<file path="src/rtl/pipe_hazard_ctrl.sv">
// Pipeline hazard controller: data-hazard detection, branch flush, memory-wait freeze
// with timeout-to-halt, and saturating stall/flush performance counters.
module pipe_hazard_ctrl #(
    parameter int CNT_W   = 16,
    parameter int TIMEOUT = 64
) (
    input  logic             clk,
    input  logic             rst,
    input  logic [3:0]       id_src1,
    input  logic [3:0]       id_src2,
    input  logic             id_two_src,
    input  logic [3:0]       exe_dest,
    input  logic             exe_wb_en,
    input  logic             exe_mem_r_en,
    input  logic [3:0]       mem_dest,
    input  logic             mem_wb_en,
    input  logic             fwd_en,
    input  logic             branch_taken,
    input  logic             mem_req,
    input  logic             mem_ready,
    output logic             pc_freeze,
    output logic             ifid_flush,
    output logic             idex_flush,
    output logic             pipe_freeze,
    output logic             mem_timeout,
    output logic [CNT_W-1:0] stall_cnt,
    output logic [CNT_W-1:0] flush_cnt
);

    localparam int WAIT_W = (TIMEOUT < 1) ? 1 : $clog2(TIMEOUT + 1);
    localparam logic [WAIT_W:0]   TIMEOUT_C = (WAIT_W + 1)'(TIMEOUT);
    localparam logic [WAIT_W-1:0] WAIT_ONE  = WAIT_W'(1'b1);
    localparam logic [CNT_W-1:0]  CNT_MAX   = {CNT_W{1'b1}};
    localparam logic [CNT_W-1:0]  CNT_ONE   = CNT_W'(1'b1);

    typedef enum logic [1:0] {
        ST_RUN      = 2'd0,
        ST_MEM_WAIT = 2'd1,
        ST_HALT     = 2'd2
    } state_e;

    state_e            state_q, state_d;
    logic [WAIT_W-1:0] wait_cnt_q, wait_cnt_d;
    logic [WAIT_W:0]   wait_inc_s;
    logic              mem_timeout_q, mem_timeout_d;
    logic [CNT_W-1:0]  stall_cnt_q, stall_cnt_d;
    logic [CNT_W-1:0]  flush_cnt_q, flush_cnt_d;

    logic exe_hit_s, mem_hit_s, hazard_s;
    logic pc_freeze_s, ifid_flush_s, idex_flush_s, pipe_freeze_s;

    // Source-operand match against EXE/MEM destinations and hazard decision.
    always_comb begin
        exe_hit_s = (id_src1 == exe_dest) || (id_two_src && (id_src2 == exe_dest));
        mem_hit_s = (id_src1 == mem_dest) || (id_two_src && (id_src2 == mem_dest));
        if (fwd_en) begin
            // With forwarding only a load result in EXE arrives too late.
            hazard_s = exe_mem_r_en && exe_hit_s;
        end else begin
            hazard_s = (exe_wb_en && exe_hit_s) || (mem_wb_en && mem_hit_s);
        end
    end

    assign wait_inc_s = {1'b0, wait_cnt_q} + {{WAIT_W{1'b0}}, 1'b1};

    // Next-state and raw control outputs of the RUN / MEM_WAIT / HALT machine.
    always_comb begin
        state_d       = state_q;
        wait_cnt_d    = wait_cnt_q;
        mem_timeout_d = mem_timeout_q;
        pc_freeze_s   = 1'b0;
        ifid_flush_s  = 1'b0;
        idex_flush_s  = 1'b0;
        pipe_freeze_s = 1'b0;
        case (state_q)
            ST_RUN: begin
                if (mem_req && !mem_ready) begin
                    pc_freeze_s   = 1'b1;
                    pipe_freeze_s = 1'b1;
                    state_d       = ST_MEM_WAIT;
                    wait_cnt_d    = WAIT_ONE;
                end else if (branch_taken) begin
                    ifid_flush_s = 1'b1;
                    idex_flush_s = 1'b1;
                end else if (hazard_s) begin
                    pc_freeze_s  = 1'b1;
                    idex_flush_s = 1'b1;
                end else begin
                    pc_freeze_s = 1'b0;
                end
            end
            ST_MEM_WAIT: begin
                pc_freeze_s   = 1'b1;
                pipe_freeze_s = 1'b1;
                if (mem_ready) begin
                    state_d    = ST_RUN;
                    wait_cnt_d = {WAIT_W{1'b0}};
                end else begin
                    wait_cnt_d = wait_inc_s[WAIT_W-1:0];
                    if (wait_inc_s >= TIMEOUT_C) begin
                        state_d       = ST_HALT;
                        mem_timeout_d = 1'b1;
                    end else begin
                        state_d = ST_MEM_WAIT;
                    end
                end
            end
            ST_HALT: begin
                pc_freeze_s   = 1'b1;
                pipe_freeze_s = 1'b1;
                mem_timeout_d = 1'b1;
            end
            default: begin
                state_d    = ST_RUN;
                wait_cnt_d = {WAIT_W{1'b0}};
            end
        endcase
    end

    // Reset forces every control output low in the same cycle.
    assign pc_freeze   = pc_freeze_s   & ~rst;
    assign ifid_flush  = ifid_flush_s  & ~rst;
    assign idex_flush  = idex_flush_s  & ~rst;
    assign pipe_freeze = pipe_freeze_s & ~rst;

    // Saturating performance counter next-state values.
    always_comb begin
        if (pc_freeze && (stall_cnt_q != CNT_MAX)) begin
            stall_cnt_d = stall_cnt_q + CNT_ONE;
        end else begin
            stall_cnt_d = stall_cnt_q;
        end
        if (ifid_flush && (flush_cnt_q != CNT_MAX)) begin
            flush_cnt_d = flush_cnt_q + CNT_ONE;
        end else begin
            flush_cnt_d = flush_cnt_q;
        end
    end

    // State, wait counter, timeout flag and performance counter registers.
    always_ff @(posedge clk) begin
        if (rst) begin
            state_q       <= ST_RUN;
            wait_cnt_q    <= {WAIT_W{1'b0}};
            mem_timeout_q <= 1'b0;
            stall_cnt_q   <= {CNT_W{1'b0}};
            flush_cnt_q   <= {CNT_W{1'b0}};
        end else begin
            state_q       <= state_d;
            wait_cnt_q    <= wait_cnt_d;
            mem_timeout_q <= mem_timeout_d;
            stall_cnt_q   <= stall_cnt_d;
            flush_cnt_q   <= flush_cnt_d;
        end
    end

    assign mem_timeout = mem_timeout_q;
    assign stall_cnt   = stall_cnt_q;
    assign flush_cnt   = flush_cnt_q;

endmodule

</file>
<file path="config.mk">
export PLATFORM = sky130hd
export DESIGN_NAME = pipe_hazard_ctrl
export DESIGN_NICKNAME = d
export VERILOG_FILES = /design/src/rtl/pipe_hazard_ctrl.sv
export SDC_FILE = /design/constraint.sdc
export NUM_CORES = 1
export LEC_CHECK = 0
export ABC_AREA = 0
export BUFFER_PORTS_ARGS = -buffer_cell sky130_fd_sc_hd__buf_2
export CAP_MARGIN = 20
export CORE_MARGIN = 1
export CORE_UTILIZATION = 25
export CTS_BUF_LIST = sky130_fd_sc_hd__clkbuf_4 sky130_fd_sc_hd__clkbuf_8 sky130_fd_sc_hd__clkbuf_16
export CTS_CLUSTER_DIAMETER = 200
export DETAILED_ROUTE_END_ITERATION = 8
export PLACE_DENSITY = 0.55
export SLEW_MARGIN = 25
export SYNTH_ARGS = -nofsm -noshare
export SYNTH_HDL_FRONTEND = slang
export SYNTH_SLANG_ARGS = --single-unit
</file>
<file path="constraint.sdc">
create_clock -name clk -period 4.6 [get_ports clk]
set_clock_uncertainty 0.2 [all_clocks]
set_input_delay 0.69 -clock clk [delete_from_list [all_inputs] [get_ports clk]]
set_output_delay 0.69 -clock clk [all_outputs]
set_load 0.05 [all_outputs]
</file>
==> results by group, run 1 <==
Yosys
  – Synth warnings: 0
  – Synth Net Count: 304
  – Compound-Gate Fraction of Synth Area: 0.113
  – Post-synth EDFFs: 0
  – Combinational family with the most area after synthesis: simple AND/OR/NAND/NOR gates
  – XOR/XNOR share of the synthesized area: 0.136
  – Syn_area_per_cell: 8.77 µm²
  – Synth Register Bits: 42
  – Share of synthesized area occupied by flip-flops and latches: 0.354
  – Adder-cell area share of the yosys netlist: 0.0368
  – Multiplexer area fraction after synthesis: 0.0479
  – Mapped Area: 2380 µm²
  – Synthesized-area fraction occupied by and/or/nand/nor cells: 0.288
  – Synth cell types: 48
  – Post-Synthesis Cells: 271
  – Main flop type after synthesis: dfxtp_1
  – FFs w/ async S/R, synth: 0

Finish
  – Filler cells: 974
  – Post-route cell area: 2930 µm²
  – Leading cell type in the layout, fill and taps excluded: buf_2
  – Multi-input gate area: 1480 µm²
  – Most frequent cells in the layout: buf_2 (62), dfxtp_1 (42), nor2_1 (38)
  – Antenna cell count: 0
  – Share of cells above drive strength 1: 0.273
  – Area Growth Syn to Fin: 23.3%
  – Register Area: 841 µm²
  – Nets: 365

Worst setup path
  – CP Max Fanout: 48
  – Crit start category: primary input
  – Critical Path Sink Type: output pin
  – Critical path class: in -> out
  – CP required: 3.71 ns
  – WP data arrival: 2.21 ns

Hold path
  – Worst Hold Class: reg -> reg

Detailed routing
  – DR vias: 2123
  – WL/cell: 11.8 µm
  – Number of remaining DRC errors: 0
  – Initial DRC count: 69
  – Drt total wl: 5460 µm
  – Via density: 4.60
  – Post-DRT Antenna Nets: 0
  – DRT Pass-1 Iters: 4

Floorplanning
  – Die area: 9900 µm²
  – IO Pins: 63
  – Chip Width: 99.5 µm
  – Area of the core: 9240 µm²
  – Floorplan row count: 35
  – Effective utilization at floorplan: 0.257
  – Chip height: 99.5 µm

Clocking
  – Clk pin slew, worst setup/hold paths: 0.08 ns
  – Root Driver: clkbuf_8
  – Setup bufs post-CTS: 0
  – Max clock buf depth: 2
  – Post-CTS Resized: 0
  – CTS tree: done
  – CTS H-tree depth: 2
  – Worst-skew pair later-pin latency: 0.30 ns
  – Clock Sinks: 42
  – Number of CTS-inserted buffers: 5
  – CTS Hold Bufs: 0

STA
  – Max Fclk: 322 MHz
  – Worst hold margin: 0.281 ns
  – Least-Margin Pin Slew: 0.832 ns
  – Max Transition Viols Final: 0
  – Rel. slew slack: 0.445
  – RSZ-0062 raised after global routing: false
  – Setup TNS: 0 ns
  – Crit share post-route: 0.675
  – Fin. Hold Viols: 0
  – Tmin final: 3.10 ns
  – Final Setup Violations: 0

Placed design
  – Post-DP Area: 2820 µm²
  – GPL Wtd Cong: 0.778
  – Port Buffers: 62
  – DPL Wire Length: 4140 µm

Global route
  – Initial antenna violation count: 0
  – Largest net degree at the start of global routing: 49
  – First-pass GRT wire length: 9250 µm
  – Vias in the first global route: 2019
  – Gr usage total: 0.116
  – Global route overflow: 0

Power and ir drop
  – Peak VDD IR: 0.112 mV
  – P_leak: 1.25 nW
  – Pwr/cell area: 263 nW/µm²

Job
  – Max_cap viols: 0

Run status
  – Status: finished clean
[critical path: stages]
cell and delay, ns:
buf_2 0.62, and2b_1 0.32, o211ai_4 0.15, nand2_1 0.16, buf_2 0.25
[per-layer routing]
| metal | GRT usage | share of wire | routed length (µm) | vias to the layer above |
|---|---|---|---|---|
| li1 | - | - | - | 1070 |
| met1 | 0.150 | 0.47 | 2590 | 978 |
| met3 | 0.0351 | 0.068 | 370 | 5 |
| met5 | 0 | 0 | 0 | - |
| met4 | 0.0317 | 0.011 | 58 | 0 |
| met2 | 0.188 | 0.45 | 2440 | 70 |
[cell usage after synthesis, types with 2 or more instances]
cell type,number,area share
and4_4,2,0.0095
a31o_2,3,0.011
dfxtp_1,42,0.35
xnor2_1,17,0.063
inv_1,6,0.0095
o21ai_0,5,0.011
nand4_1,11,0.029
xor2_1,20,0.074
mux2_4,2,0.013
a21oi_1,14,0.029
nand2_1,16,0.025
and3_1,4,0.011
and2_1,2,0.0053
mux2_1,2,0.0095
mux2i_1,5,0.021
nor2_1,38,0.060
nor2b_1,7,0.018
nand2b_1,9,0.024
ha_1,7,0.037
nand3_1,15,0.032
or3_1,3,0.0079
nor3_1,3,0.0063
clkbuf_1,7,0.011
and4_1,7,0.026
[cell type report]
type                       count  area share
clock buffer                   5      0.0235
clock inverter                 3      0.0149
inverter                       7     0.00897
multi-input combinational    214       0.505
sequential                    42       0.287
tap                          129      0.0551
timing repair buffer          62       0.106
[power by group]
part / switching [mW] / internal (mW)
logic: 0.0640 / 0.0371
clock network: 0.135 / 0.163
registers: 0.00444 / 0.367
total: 0.204 / 0.567
[stage by stage]
step / power (mW) / std cells / worst slack, ns / utilization
2_1_floorplan: 0.451 / 271 / 1.90 / -
3_3_place_gp: 0.480 / 454 / 1.52 / 0.305
3_5_place_dp: 0.483 / 454 / 1.47 / 0.305
4_1_cts: 0.789 / 462 / 1.47 / 0.317
5_1_grt: 0.812 / 462 / 1.35 / 0.317
6_report: 0.771 / 462 / 1.50 / 0.317
[cell families (layout without fill, tap and decap cells)]
logic type | Yosys count | in the layout
adders and majority gates | 7 | 7
muxes | 10 | 10
and+or+nand+nor | 126 | 126
AOI/OAI and AO/OA | 34 | 34
buffers and inverters | 15 | 77
xor gates and xnor gates | 37 | 37
DFF | 42 | 42
[state kept, by name, indices dropped and copies added, names as in the netlist]
name         cells
wait_cnt_q       7
stall_cnt       16
mem_timeout      1
flush_cnt       16
state_q          2
[final timing paths]
path,start,to,slack [ns],cells after the start
max,rst,pc_freeze,1.50,5
min,mem_timeout$_SDFFE_PP0P_,mem_timeout$_SDFFE_PP0P_,0.28,2
max reg2reg,state_q[1]$_SDFFE_PP0P_,stall_cnt[8]$_SDFFE_PP0P_,2.01,7
min reg2reg,mem_timeout$_SDFFE_PP0P_,mem_timeout$_SDFFE_PP0P_,0.28,2
Power figures use the tool's default switching activity.
==> run 2: changes to the inputs <==
--- a/config.mk
+++ b/config.mk
@@ -5,7 +5,7 @@
 export SDC_FILE = /design/constraint.sdc
 export NUM_CORES = 1
 export LEC_CHECK = 0
-export ABC_AREA = 0
+export ABC_AREA = 1
 export BUFFER_PORTS_ARGS = -buffer_cell sky130_fd_sc_hd__buf_2
 export CAP_MARGIN = 20
 export CORE_MARGIN = 1
@@ -13,7 +13,7 @@
 export CTS_BUF_LIST = sky130_fd_sc_hd__clkbuf_4 sky130_fd_sc_hd__clkbuf_8 sky130_fd_sc_hd__clkbuf_16
 export CTS_CLUSTER_DIAMETER = 200
 export DETAILED_ROUTE_END_ITERATION = 8
-export PLACE_DENSITY = 0.55
+export PLACE_DENSITY = 0.56
 export SLEW_MARGIN = 25
 export SYNTH_ARGS = -nofsm -noshare
 export SYNTH_HDL_FRONTEND = slang
==> constraint.sdc (replaced) <==
create_clock -name clk -period 2.5 [get_ports clk]
set_clock_uncertainty 0.2 [all_clocks]
set_input_delay 0.375 -clock clk [delete_from_list [all_inputs] [get_ports clk]]
set_output_delay 0.375 -clock clk [all_outputs]
set_load 0.05 [all_outputs]
==> run 2 against run 1 <==
Core utilization shrank 0.31 points. Synthesized cell count rose by 45%. Critical path depth grew 2. Via count grew 26%. Largest power group unchanged. Highest routed layer unchanged.
==> results by group, run 2 <==
STA
  – Max Transition Viols Final: 0 (unchanged)
  – Setup TNS: 0 ns (unchanged)
  – Least-Margin Pin Slew: 0.364 ns (-0.468 ns)
  – Worst setup margin: 0.126 ns (-1.37 ns)
  – Worst hold margin: 0.147 ns (-0.133 ns)
  – Max Fclk: 421 MHz
  – Final Setup Violations: 0 (unchanged)
  – Rel. slew slack: 0.757 (+0.312)
  – Tmin final: 2.37 ns
  – Crit share post-route: 0.949
  – Fin. Hold Viols: 0 (unchanged)
  – RSZ-0062 raised after global routing: false

Clocking
  – Max clock buf depth: 2 (unchanged)
  – Clock Sinks: 42 (unchanged)
  – Root Driver: clkbuf_8
  – CTS tree: done
  – Number of CTS-inserted buffers: 5 (unchanged)
  – CTS H-tree depth: 2 (unchanged)
  – Setup bufs post-CTS: 0 (unchanged)
  – Worst-skew pair later-pin latency: 0.29 ns (about the same)
  – Clk pin slew, worst setup/hold paths: 0.08 ns (about the same)

Worst setup path
  – Crit path max-delay cell type: dfxtp_1
  – Critical path class: reg -> out
  – CP required: 1.92 ns (-1.79 ns)
  – CP Max Fanout: 10 (-79%)
  – Crit start category: flop
  – Critical Path Sink Type: output pin
  – CP Cell Sequence: inv_1, ha_2, inv_2, nor4_1, nand2_1, nand2_4, clkbuf_4
  – Critical path's top delay family: simple AND/OR/NAND/NOR gates
  – WP data arrival: 1.80 ns (-0.41 ns)
  – Crit path buffers/inverters: 3 (+1)
  – Slowest stage delay, CP: 0.35 ns (-0.27 ns)

Global route
  – Initial antenna violation count: 0 (unchanged)
  – Largest net degree at the start of global routing: 27 (-45%)
  – First-pass GRT wire length: 11000 µm (+19%)
  – Vias in the first global route: 2446 (+21%)
  – Global route overflow: 0 (unchanged)
  – Gr usage total: 0.121 (+0.00459)

Power and ir drop
  – Clock network power share: 0.273 (-0.114)
  – P_leak: 1.39 nW (+11%)
  – Sequential share of power: 0.375 (-0.107)
  – Peak VDD IR: 0.268 mV (+140%)
  – Sw frac: 0.389 (+0.125)
  – Combinational share of power: 0.352 (+0.221)
  – Power Internal: 1.24 mW (+120%)
  – Pwr/cell area: 624 nW/µm² (+140%)
  – NetSw: 787 µW (+290%)

Yosys
  – Synth cell types: 35 (-27%)
  – Synth Register Bits: 42 (unchanged)
  – Syn_area_per_cell: 6.79 µm² (-23%)
  – Post-synth EDFFs: 0 (unchanged)
  – Share of synthesized area occupied by flip-flops and latches: 0.316 (-0.0377)
  – Synth area leaders: dfxtp_1 (32%), nand2_1 (13%), nor2_1 (6.1%)
  – Synth Net Count: 425 (+40%)
  – FFs w/ async S/R, synth: 0 (unchanged)
  – Cell taking the most area after synthesis: dfxtp_1
  – Post-synth top area share: 0.316 (-0.0377)
  – Mapped Area: 2660 µm² (+12%)
  – Count leader, synth: nand2_1
  – Main flop type after synthesis: dfxtp_1
  – Post-Synthesis Cells: 392 (+45%)
  – Top post-synthesis cells by count: nand2_1 (92), nor2_1 (43), dfxtp_1 (42), inv_1 (38), nand3_1 (31)
  – Synth warnings: 0 (unchanged)

Detailed routing
  – Post-DRT Antenna Nets: 0 (unchanged)
  – Drt total wl: 6600 µm (+21%)
  – DRT Pass-1 Iters: 4 (unchanged)
  – DR vias: 2679 (+26%)
  – Number of remaining DRC errors: 0 (unchanged)
  – WL/cell: 11.1 µm (-5.8%)
  – Initial DRC count: 76 (+10%)
  – Via density: 4.52 (-1.7%)

Finish
  – Leading cell type in the layout, fill and taps excluded: nand2_1
  – Antenna cell count: 0 (unchanged)
  – Share of cells above drive strength 1: 0.236 (-0.0369)
  – Most frequent cells in the layout: nand2_1 (92), buf_2 (61), nor2_1 (43)
  – Final core occ: 0.314 (-0.00311)
  – Nets: 490 (+34%)
  – Area Growth Syn to Fin: 21.8%

Floorplanning
  – IO Pins: 63 (unchanged)
  – Area of the core: 10300 µm² (+12%)
  – Die area: 11100 µm² (+12%)
  – Chip Width: 105 µm (+5.7%)
  – Floorplan row count: 37 (+5.7%)
  – Chip height: 105 µm (+5.7%)
  – Effective utilization at floorplan: 0.258 (+0.000509)

Placed design
  – DPL Wire Length: 5130 µm (+24%)
  – Port Buffers: 62 (unchanged)
  – GPL Wtd Cong: 0.848 (+9.0%)
  – Setup WS pre-CTS: 0.349 ns (-1.12 ns)

Hold path
  – Worst Hold Class: in -> reg

Job
  – Max_cap viols: 0 (unchanged)

Run status
  – Status: finished clean
-- run 2: cell count changes after synthesis, sizes merged, moves of 5 or more --
cell / delta
o21ai: +7
nand2b: -10
nand3: +17
nor2b: -7
inv: +39
nor2: +9
nand2: +83
nor3: +10
mux2i: -5
and3: -6
a21oi: +22
and4: -9
xnor2: -10
-- run 2: per-layer routing --
metal / wire, µm / global-route usage / part of all wire / vias up
met5: 0 / 0 / 0 / -
met2: 3150 / 0.204 / 0.48 / 45
met4: 35 / 0.0292 / 0.0053 / 0
li1: - / - / - / 1403
met1: 3180 / 0.155 / 0.48 / 1225
met3: 242 / 0.0274 / 0.037 / 6
-- run 2: final timing paths --
path / startpoint / slack (ns) / end / depth (start not counted)
max: state_q[1]$_SDFFE_PP0P_ / 0.13 / pc_freeze / 7
min: rst / 0.15 / wait_cnt_q[1]$_SDFFE_PP0P_ / 2
max reg2reg: stall_cnt[0]$_SDFFE_PP0P_ / 0.40 / stall_cnt[1]$_SDFFE_PP0P_ / 11
min reg2reg: wait_cnt_q[1]$_SDFFE_PP0P_ / 0.29 / wait_cnt_q[1]$_SDFFE_PP0P_ / 2
-- run 2: final cells by class --
class,count,area (µm²)
repair buffers,66,343
clock buffers,6,82.6
inverters,46,173
fillers,1113,7080
clock inverters,1,30.0
flip-flops and latches,42,841
well taps,136,170
multi-input cells,296,1600
-- run 2: cell families after synthesis --
family,after synthesis,synth area share
DFF,42,0.316
adders and majority gates,7,0.0329
buffers and inverters,54,0.0827
AOI/OAI and AO/OA,57,0.130
xor gates and xnor gates,23,0.0757
and+or+nand+nor,208,0.359
muxes,1,0.00423
-- run 2: power by group through the flow --
stage               clock (mW)  sequential [mW]  combinational [mW]
finish                   0.552            0.759               0.712
global route             0.605            0.767               0.784
CTS                      0.571            0.760               0.708
detailed placement           0            0.776               0.705
global placement             0            0.773               0.701
floorplan                    0            0.833               0.486
-- run 2: repair_timing --
action                     CTS  global route
hold buffers                 0             0
gates resized for setup      0             2
setup endpoints to repair    0             1
hold endpoints to repair     0             0
-- run 2: stage by stage --
stage / total power, mW / area (µm²) / cells
after floorplan: 1.32 / 2660 / 392
after global placement: 1.47 / 3120 / 586
after detailed placement: 1.48 / 3120 / 586
after CTS: 2.04 / 3240 / 593
after global routing: 2.16 / 3240 / 593
final: 2.02 / 3240 / 593
==> run 3: changes to the inputs <==
--- a/config.mk
+++ b/config.mk
@@ -5,15 +5,16 @@
 export SDC_FILE = /design/constraint.sdc
 export NUM_CORES = 1
 export LEC_CHECK = 0
-export ABC_AREA = 1
 export BUFFER_PORTS_ARGS = -buffer_cell sky130_fd_sc_hd__buf_2
 export CAP_MARGIN = 20
+export CELL_PAD_IN_SITES_DETAIL_PLACEMENT = 2
+export CELL_PAD_IN_SITES_GLOBAL_PLACEMENT = 2
 export CORE_MARGIN = 1
 export CORE_UTILIZATION = 25
 export CTS_BUF_LIST = sky130_fd_sc_hd__clkbuf_4 sky130_fd_sc_hd__clkbuf_8 sky130_fd_sc_hd__clkbuf_16
 export CTS_CLUSTER_DIAMETER = 200
 export DETAILED_ROUTE_END_ITERATION = 8
-export PLACE_DENSITY = 0.56
+export PLACE_DENSITY = 0.8
 export SLEW_MARGIN = 25
 export SYNTH_ARGS = -nofsm -noshare
 export SYNTH_HDL_FRONTEND = slang
==> run 3 against run 2 <==
Sequential power shrank 9.9%. Via count down 18%. Sequential cell count unchanged. Critical endpoint unchanged. Largest cell class unchanged. Largest power group unchanged. Highest routed layer unchanged.
==> results by group, run 3 (synthesis gave the netlist of run 1 again) <==
Global route
  – First-pass GRT wire length: 10700 µm (-3.0%)
  – Grt met1 use: 0.154 (-0.000690)
  – Vias in the first global route: 2278 (-6.9%)
  – GRT busiest layer: met2
  – M3 GR Usage: 0.0408 (+0.0133)
  – Largest net degree at the start of global routing: 28 (+3.7%)
  – Initial antenna violation count: 0 (unchanged)
  – M2 GR Usage: 0.245 (+0.0403)
  – Gr usage total: 0.133 (+0.0125)
  – Global route overflow: 0 (unchanged)

Hold path
  – Worst Hold Class: in -> reg
  – WHS Path Cells: 3 (+1)

STA
  – Tmin final: 2.41 ns (+0.0351 ns)
  – Worst setup margin: 0.0912 ns (-0.0351 ns)
  – Final Setup Violations: 0 (unchanged)
  – Crit share post-route: 0.964 (+0.0141)
  – Max Transition Viols Final: 0 (unchanged)
  – Fin. Hold Viols: 0 (unchanged)
  – Least-Margin Pin Slew: 0.491 ns (+0.127 ns)
  – Worst hold margin: 0.200 ns (+0.0531 ns)
  – Rel. slew slack: 0.664 (-0.0928)
  – Max Fclk: 415 MHz (-1.5%)
  – RSZ-0062 raised after global routing: false

Power and ir drop
  – P_leak: 1.28 nW (-8.2%)
  – Clock network power share: 0.336 (+0.063)
  – Sequential share of power: 0.512 (+0.137)
  – Pwr/cell area: 448 nW/µm² (-28%)
  – PnR Total Power: 1.34 mW (-34%)
  – NetSw: 384 µW (-51%)
  – Combinational share of power: 0.153 (-0.199)
  – Power Internal: 953 µW (-23%)
  – Sw frac: 0.287 (-0.102)
  – Peak VDD IR: 0.262 mV (-2.3%)

Clocking
  – CTS H-tree depth: 2 (unchanged)
  – Root Driver: clkbuf_8
  – Clk pin slew, worst setup/hold paths: 0.08 ns (about the same)
  – CTS tree: done
  – Number of CTS-inserted buffers: 5 (unchanged)
  – Clock Sinks: 42 (unchanged)
  – Max clock buf depth: 2 (unchanged)
  – Worst-skew pair later-pin latency: 0.29 ns (about the same)

Detailed routing
  – Number of remaining DRC errors: 0 (unchanged)
  – WL/cell: 13.6 µm (+23%)
  – DR vias: 2191 (-18%)
  – Post-DRT Antenna Nets: 0 (unchanged)
  – DRT Pass-1 Iters: 3 (-1)
  – Initial DRC count: 31 (-59%)
  – Via density: 4.66 (+3.2%)
  – Drt total wl: 6410 µm (-2.9%)

Placed design
  – GPL Wtd Cong: 0.754 (-11%)
  – Setup WS pre-CTS: 0.0400 ns (-0.309 ns)
  – Post-DP Area: 2880 µm² (-7.8%)
  – DPL Wire Length: 5160 µm (+0.56%)
  – Port Buffers: 62 (unchanged)

Job
  – Max_cap viols: 0 (unchanged)

Finish
  – Final core occ: 0.323 (+0.00920)
  – Nets: 373 (-24%)
  – Filler cells: 1078 (-3.1%)
  – Post-route cell area: 2990 µm² (-7.9%)
  – Antenna cell count: 0 (unchanged)
  – Leading cell type in the layout, fill and taps excluded: buf_2
  – Area Growth Syn to Fin: 25.6%
  – Share of cells above drive strength 1: 0.302 (+0.0657)
  – Most frequent cells in the layout: buf_2 (60), dfxtp_1 (40), nor2_1 (38)

Worst setup path
  – Worst R2R Setup Slack: 0.22 ns (-0.18 ns)
  – R2R Path End: stall_cnt[13]$_SDFFE_PP0P_
  – WP data arrival: 1.83 ns (+0.03 ns)
  – Critical path class: reg -> out
  – CP Max Fanout: 7 (-3)
  – Crit path max-delay cell type: or3_4
  – Crit start category: flop
  – CP Cell Sequence: inv_1, ha_2, a21oi_1, or3_4, nand2_1, buf_6
  – Worst Setup SP: state_q[0]$_SDFFE_PP0P_
  – CP Depth: 6 (-1)
  – Critical path's top delay family: simple AND/OR/NAND/NOR gates
  – Critical Path Sink: pc_freeze
  – Slowest stage delay, CP: 0.39 ns (+0.04 ns)
  – CP required: 1.92 ns (about the same)
  – Reg-to-reg startpoint: state_q[0]$_SDFFE_PP0P_
  – Critical Path Sink Type: output pin
  – Reg2Reg Depth: 7 (-4)
  – Crit path buffers/inverters: 2 (-1)

Floorplanning
  – Effective utilization at floorplan: 0.257 (-0.000509)
  – Floorplan row count: 35 (-5.4%)
  – Area of the core: 9240 µm² (-10%)
  – IO Pins: 63 (unchanged)
  – Chip Width: 99.5 µm (-5.4%)
  – Chip height: 99.5 µm (-5.4%)
  – Die area: 9900 µm² (-10%)

Run status
  – Status: finished clean
[run 3: layout make-up]
| class | count | area [µm²] | share of cell area |
|---|---|---|---|
| inverter | 7 | 26.3 | 0.00880 |
| sequential | 42 | 843 | 0.282 |
| tap | 129 | 161 | 0.0540 |
| clock buffer | 5 | 68.8 | 0.0230 |
| clock inverter | 3 | 21.3 | 0.00712 |
| multi-input combinational | 214 | 1490 | 0.498 |
| timing repair buffer | 70 | 379 | 0.127 |
[run 3: timing repair]
item | in CTS | in global routing
hold buffers | 0 | 0
endpoints found under the setup margin | 2 | 2
gates cloned | 0 | 0
setup buffers | 0 | 0
gates resized for setup | 3 | 2
[run 3: routing by layer]
metal | vias to the layer above | wire length (µm) | part of all wire
li1 | 1082 | - | -
met3 | 4 | 398 | 0.062
met1 | 1051 | 2790 | 0.43
met4 | 0 | 29 | 0.0045
met2 | 54 | 3200 | 0.50
met5 | - | 0 | 0
[run 3: power groups by stage]
stage / logic [mW] / clock network [mW] / registers (mW)
global placement: 0.196 / 0 / 0.700
global route: 0.224 / 0.501 / 0.686
detailed placement: 0.203 / 0 / 0.701
CTS: 0.206 / 0.474 / 0.685
finish: 0.204 / 0.449 / 0.684
floorplan: 0.116 / 0 / 0.714
[run 3: worst reg2reg max path: stages, from the launching register on]
cell,delay (ns)
dfxtp_1,0.38
inv_1,0.09
ha_2,0.31
a21oi_1,0.03
or3_4,0.39
a211oi_4,0.25
and3_2,0.22
mux2_4,0.29
[run 3: worst min-delay path by stage]
stage                                from                         end  slack, ns
6_report                        mem_ready  wait_cnt_q[0]$_SDFFE_PP0P_       0.20
5_1_grt                         mem_ready  wait_cnt_q[0]$_SDFFE_PP0P_       0.21
4_1_cts                         mem_ready  wait_cnt_q[0]$_SDFFE_PP0P_       0.19
3_5_place_dp     mem_timeout$_SDFFE_PP0P_    mem_timeout$_SDFFE_PP0P_       0.28
3_3_place_gp     mem_timeout$_SDFFE_PP0P_    mem_timeout$_SDFFE_PP0P_       0.27
2_1_floorplan  wait_cnt_q[1]$_SDFFE_PP0P_  wait_cnt_q[1]$_SDFFE_PP0P_       0.26
[run 3: stage by stage]
stage / TNS (ns) / instances
after CTS: 0 / 470
after global placement: 0 / 462
after detailed placement: 0 / 462
after global routing: 0 / 470
after floorplan: -0.00251 / 271
final: 0 / 470
